`config.mk`:
```
export PLATFORM = sky130hd
export DESIGN_NAME = sap1_controller_sequencer
export DESIGN_NICKNAME = d
export VERILOG_FILES = /design/src/rtl/sap1_pkg.sv /design/src/rtl/t_ring_counter.sv /design/src/rtl/sap1_controller_sequencer.sv
export SDC_FILE = /design/constraint.sdc
export NUM_CORES = 1
export LEC_CHECK = 0
export CORE_ASPECT_RATIO = 1.25
export CORE_UTILIZATION = 30
export CTS_BUF_LIST = sky130_fd_sc_hd__clkbuf_8
export CTS_CLUSTER_DIAMETER = 60
export CTS_CLUSTER_SIZE = 40
export DETAILED_ROUTE_END_ITERATION = 7
export GPL_TIMING_DRIVEN = 0
export PLACE_DENSITY = 0.69
export RECOVER_POWER = 50
export SLEW_MARGIN = 5
export SYNTH_ARGS = -nofsm -noshare
export SYNTH_HDL_FRONTEND = slang
export SYNTH_SLANG_ARGS = --single-unit
```
`constraint.sdc`:
```
create_clock -name clk -period 2.9 [get_ports clk]
set_clock_uncertainty 0.15 [all_clocks]
set_input_delay 0.29 -clock clk [delete_from_list [all_inputs] [get_ports clk]]
set_output_delay 0.29 -clock clk [all_outputs]
set_load 0.005 [all_outputs]
```
`src/rtl/sap1_pkg.sv`:
```
// Shared SAP-1 definitions: opcodes, one-hot T-state encodings and control-word bit positions.
package sap1_pkg;

    localparam logic [3:0] OP_LDA = 4'h0;
    localparam logic [3:0] OP_ADD = 4'h1;
    localparam logic [3:0] OP_SUB = 4'h2;
    localparam logic [3:0] OP_JZ  = 4'h3;
    localparam logic [3:0] OP_OUT = 4'hE;
    localparam logic [3:0] OP_HLT = 4'hF;

    localparam int T_W = 6;
    localparam logic [T_W-1:0] T1 = 6'b000001;
    localparam logic [T_W-1:0] T2 = 6'b000010;
    localparam logic [T_W-1:0] T3 = 6'b000100;
    localparam logic [T_W-1:0] T4 = 6'b001000;
    localparam logic [T_W-1:0] T5 = 6'b010000;
    localparam logic [T_W-1:0] T6 = 6'b100000;

    localparam int CW_PC_OUT     = 0;
    localparam int CW_PC_INC     = 1;
    localparam int CW_PC_LOAD    = 2;
    localparam int CW_MAR_LOAD   = 3;
    localparam int CW_RAM_OUT    = 4;
    localparam int CW_IR_LOAD    = 5;
    localparam int CW_IR_OUT     = 6;
    localparam int CW_ACC_LOAD   = 7;
    localparam int CW_ACC_OUT_EN = 8;
    localparam int CW_B_LOAD     = 9;
    localparam int CW_ALU_SUB    = 10;
    localparam int CW_ALU_OUT_EN = 11;
    localparam int CW_OUT_LOAD   = 12;
    localparam int CW_W          = 13;

    typedef logic [CW_W-1:0] ctrl_word_t;

    // Run/halt mode of the sequencer; HALTED is sticky until reset.
    typedef enum logic {
        MODE_RUN    = 1'b0,
        MODE_HALTED = 1'b1
    } mode_e;

endpackage

```
`src/rtl/t_ring_counter.sv`:
```
// Six-position one-hot T-state ring; rotates on advance unless frozen.
module t_ring_counter
    import sap1_pkg::*;
(
    input  logic           clk,
    input  logic           rst_n,
    input  logic           advance,
    input  logic           freeze,
    output logic [T_W-1:0] ring
);

    logic [T_W-1:0] ring_q;
    logic [T_W-1:0] ring_d;

    always_comb begin
        ring_d = ring_q;
        if (advance && !freeze) begin
            ring_d = {ring_q[T_W-2:0], ring_q[T_W-1]};
        end
    end

    always_ff @(posedge clk) begin
        if (!rst_n) begin
            ring_q <= T1;
        end else begin
            ring_q <= ring_d;
        end
    end

    assign ring = ring_q;

endmodule

```
`src/rtl/sap1_controller_sequencer.sv`:
```
// SAP-1 controller: step-edge detection, sticky halt and the fetch/execute decode table
// driving every datapath strobe from the current T-state and IR opcode.
module sap1_controller_sequencer
    import sap1_pkg::*;
(
    input  logic       clk,
    input  logic       rst_n,
    input  logic       run,
    input  logic       step,
    input  logic [3:0] ir_opcode,
    input  logic       zero_flag,
    output logic       pc_out,
    output logic       pc_inc,
    output logic       pc_load,
    output logic       mar_load,
    output logic       ram_out,
    output logic       ir_load,
    output logic       ir_out,
    output logic       acc_load,
    output logic       acc_out_en,
    output logic       b_load,
    output logic       alu_sub,
    output logic       alu_out_en,
    output logic       out_load,
    output logic [5:0] t_state,
    output logic       halted
);

    logic           step_q;
    logic           step_d;
    mode_e          mode_q;
    mode_e          mode_d;
    logic           step_rise;
    logic           advance;
    logic           halt_now;
    logic           freeze;
    logic [T_W-1:0] ring;
    ctrl_word_t     cw;

    always_comb begin
        step_rise = step && !step_q;
        advance   = run || step_rise;
        // HLT latches on the edge that would have left T4, so the ring stays parked at T4.
        halt_now  = (mode_q == MODE_RUN) && advance && (ring == T4) && (ir_opcode == OP_HLT);
        freeze    = (mode_q == MODE_HALTED) || halt_now;
        step_d    = step;
        mode_d    = mode_q;
        if (halt_now) begin
            mode_d = MODE_HALTED;
        end
    end

    always_ff @(posedge clk) begin
        if (!rst_n) begin
            step_q <= 1'b0;
            mode_q <= MODE_RUN;
        end else begin
            step_q <= step_d;
            mode_q <= mode_d;
        end
    end

    t_ring_counter u_ring (
        .clk     (clk),
        .rst_n   (rst_n),
        .advance (advance),
        .freeze  (freeze),
        .ring    (ring)
    );

    always_comb begin
        cw = '0;
        if (rst_n && (mode_q == MODE_RUN)) begin
            case (ring)
                T1: begin
                    cw[CW_PC_OUT]   = 1'b1;
                    cw[CW_MAR_LOAD] = 1'b1;
                end
                T2: cw[CW_PC_INC] = 1'b1;
                T3: begin
                    cw[CW_RAM_OUT] = 1'b1;
                    cw[CW_IR_LOAD] = 1'b1;
                end
                T4: begin
                    case (ir_opcode)
                        OP_LDA, OP_ADD, OP_SUB: begin
                            cw[CW_IR_OUT]   = 1'b1;
                            cw[CW_MAR_LOAD] = 1'b1;
                        end
                        OP_JZ: begin
                            cw[CW_IR_OUT]  = zero_flag;
                            cw[CW_PC_LOAD] = zero_flag;
                        end
                        OP_OUT: begin
                            cw[CW_ACC_OUT_EN] = 1'b1;
                            cw[CW_OUT_LOAD]   = 1'b1;
                        end
                        default: cw = '0;
                    endcase
                end
                T5: begin
                    case (ir_opcode)
                        OP_LDA: begin
                            cw[CW_RAM_OUT]  = 1'b1;
                            cw[CW_ACC_LOAD] = 1'b1;
                        end
                        OP_ADD, OP_SUB: begin
                            cw[CW_RAM_OUT] = 1'b1;
                            cw[CW_B_LOAD]  = 1'b1;
                            cw[CW_ALU_SUB] = (ir_opcode == OP_SUB);
                        end
                        default: cw = '0;
                    endcase
                end
                T6: begin
                    if ((ir_opcode == OP_ADD) || (ir_opcode == OP_SUB)) begin
                        cw[CW_ALU_OUT_EN] = 1'b1;
                        cw[CW_ACC_LOAD]   = 1'b1;
                        cw[CW_ALU_SUB]    = (ir_opcode == OP_SUB);
                    end
                end
                default: cw = '0;
            endcase
        end
    end

    assign pc_out     = cw[CW_PC_OUT];
    assign pc_inc     = cw[CW_PC_INC];
    assign pc_load    = cw[CW_PC_LOAD];
    assign mar_load   = cw[CW_MAR_LOAD];
    assign ram_out    = cw[CW_RAM_OUT];
    assign ir_load    = cw[CW_IR_LOAD];
    assign ir_out     = cw[CW_IR_OUT];
    assign acc_load   = cw[CW_ACC_LOAD];
    assign acc_out_en = cw[CW_ACC_OUT_EN];
    assign b_load     = cw[CW_B_LOAD];
    assign alu_sub    = cw[CW_ALU_SUB];
    assign alu_out_en = cw[CW_ALU_OUT_EN];
    assign out_load   = cw[CW_OUT_LOAD];

    assign t_state = rst_n ? ring : T1;
    assign halted  = rst_n && (mode_q == MODE_HALTED);

endmodule

```
==> qor.txt, run 1 <==
Max IR drop VDD - 0.254 mV
CP Data Arrival Time - 2.24 ns
total leakage power - 0.359 nW
clock sinks - 8
Post-synth EDFFs - 0
worst skew pair latency - 0.23 ns
largest net degree at the start of global routing - 11
Nets - 117
DRT Wirelength - 1370 um
die area - 2200 um^2
main area contributors after synthesis - dfxtp_1 26%, and2_1 8.3%, nor2_1 5.6%, mux2_4 5.0%, nand2_1 5.0%
vias in the first global route - 557
gpl congestion - 0.803
Rel. slew slack - 65.4%
# hold bufs at CTS - 0
TNS Setup - 0 ns
total setup buffers inserted after CTS - 0
Core Rows - 17
die height - 52.2 um
Hold Path Class - register to register
CTS max path bufs - 2
FMAX - 0.373 GHz
top-level port count - 29
First-pass DRT Iterations - 4
routed via count - 627
Slew @ Worst Pin - 0.518 ns
root buf cell - clkbuf_8
area delta synth->final - 55.4%
Syn Area/Cell - 8.07 um^2
Tcrit/Tclk final - 92.5%
status - completed
Max-cap violations - 0
Synth Net Count - 84
DR vias/cell - 5.02
Ys Warns - 0
initial core utilization - 33.1%
register area share after synthesis - 26.4%
crit path kind - input pin to output port
Yosys top cell by area - dfxtp_1
crit-path max FO - 4
Die Width - 42.2 um
DRT iter0 DRCs - 4
CTS clk-pin slew, worst paths - 0.04 ns
Buffers on Ports - 28
Routed Antenna Nets - 0
#FFs+latches synth - 8
nature of the critical path startpoint - input pin
CTS resizes - 0
GR Overflow Total - 0
core area - 1830 um^2
Antenna Cells - 0
Synth cell types - 34
CTS tree - done
RSZ-0062 raised after global routing - no
mapped cell area - 606 um^2
ys flop type - dfxtp_1
TritonCTS Buffers - 3
Slew Limit Fails - 0
GRT Overall Usage - 13.8%
post-synthesis async set-or-reset flop share - 0%
final hold viol count - 0
fill cell count - 183
Avg WL per Cell - 10.9 um
Worst Path Required - 2.46 ns
DPL Wire Length - 1100 um
antenna violations before repair - 0
P per Cell Area - 341 nW/um^2
Setup violations, final - 0
crit path capture type - output port
Mapped Cells - 75
# DRC - 0
share of the synthesized area in the top cell type - 26.4%
first-pass GRT wire length - 2260 um
Period minus WS final - 2.68 ns
CTS H-tree lvls - 1
final core occ - 51.4%
share of cells above drive strength 1 - 13.2%
-- per-stage QoR --
| step | power [mW] | std cells | cell area [um^2] | hold slack, ns | setup WS (ns) |
|---|---|---|---|---|---|
| after floorplan | 0.159 | 75 | 606 | 0.267 | 1.27 |
| final | 0.321 | 125 | 941 | 0.427 | 0.217 |
| after global placement | 0.191 | 122 | 910 | 0.420 | 0.225 |
| after CTS | 0.328 | 125 | 951 | 0.433 | 0.211 |
| after global routing | 0.341 | 125 | 941 | 0.455 | 0.121 |
| after detailed placement | 0.192 | 122 | 910 | 0.425 | 0.209 |
-- synthesized netlist by cell type, types with 2 or more instances --
library cell,n
and2_1,8
dfxtp_1,8
inv_1,4
mux2_4,2
mux2i_1,2
nand2_1,8
nand3_1,3
nor2_1,9
nor2b_1,3
nor3_1,3
o32ai_1,2
-- layout by cell type, fill, tap and decap left out, types with 3 or more instances in the layout --
cell type and count:
clkdlybuf4s50_1 23, nor2_1 10, nand2_1 8, dfxtp_1 8
and2_1 5, dlygate4sd3_1 5, inv_1 4, nor3_1 3
and2_0 3, nand3_1 3, nor2b_1 3, clkbuf_8 3
-- registers in the layout, summed over array words and instances (netlist names) --
signal and cells:
mode_q 1, step_q 1, u_ring.ring 6
-- layer usage --
metal / routed length (um) / global-route usage, %
met4: 18 / 10.4
met2: 675 / 21.5
met1: 591 / 15.7
met3: 82 / 4.14
met5: 0 / 0
-- worst paths after layout --
path | from | slack [ns] | cells after the start | endpoint
setup / recovery | rst_n | 0.22 | 5 | alu_sub
hold reg to reg | u_ring.ring[3] | 0.43 | 2 | u_ring.ring[4]
setup reg to reg | u_ring.ring[3] | 1.32 | 4 | u_ring.ring[3]
hold / removal | u_ring.ring[3] | 0.43 | 2 | u_ring.ring[4]
-- layout make-up --
type	count	area (um^2)	area share, %
buffer	1	3.75	0.399
clock buffer	3	41.3	4.39
inverter	5	18.8	1.99
multi-input combinational	61	413	43.9
sequential	8	160	17.0
tap	19	23.8	2.53
timing repair buffer	28	280	29.8
-- cell families after synthesis --
kind of cell	synth area share, %
and+or+nand+nor	45.9
muxes	10.1
AOI/OAI and AO/OA	12.4
buffers and inverters	3.72
DFF	26.4
xor gates and xnor gates	1.45
-- report_power, final --
group          internal (mW)  switching, mW  total (mW)
Clock                 0.0899         0.0435       0.133
Sequential             0.116        0.00687       0.122
Combinational         0.0373         0.0276      0.0649
Total                  0.243         0.0779       0.321
-- critical path, stage by stage --
cell             delay [ns]
clkdlybuf4s50_1        0.56
nand2b_4               0.08
or3b_4                 0.41
a2111oi_2              0.35
clkdlybuf4s50_1        0.56
No activity file was read; power rests on OpenSTA's default activity.
==> run 2, diff against run 1 <==
- ABC_CLOCK_PERIOD_IN_PS: default -> 2900
- CTS_CLUSTER_SIZE: 40 -> 16
==> results of run 2 <==
Final layout, timing and power as in run 1 (identical DEF).
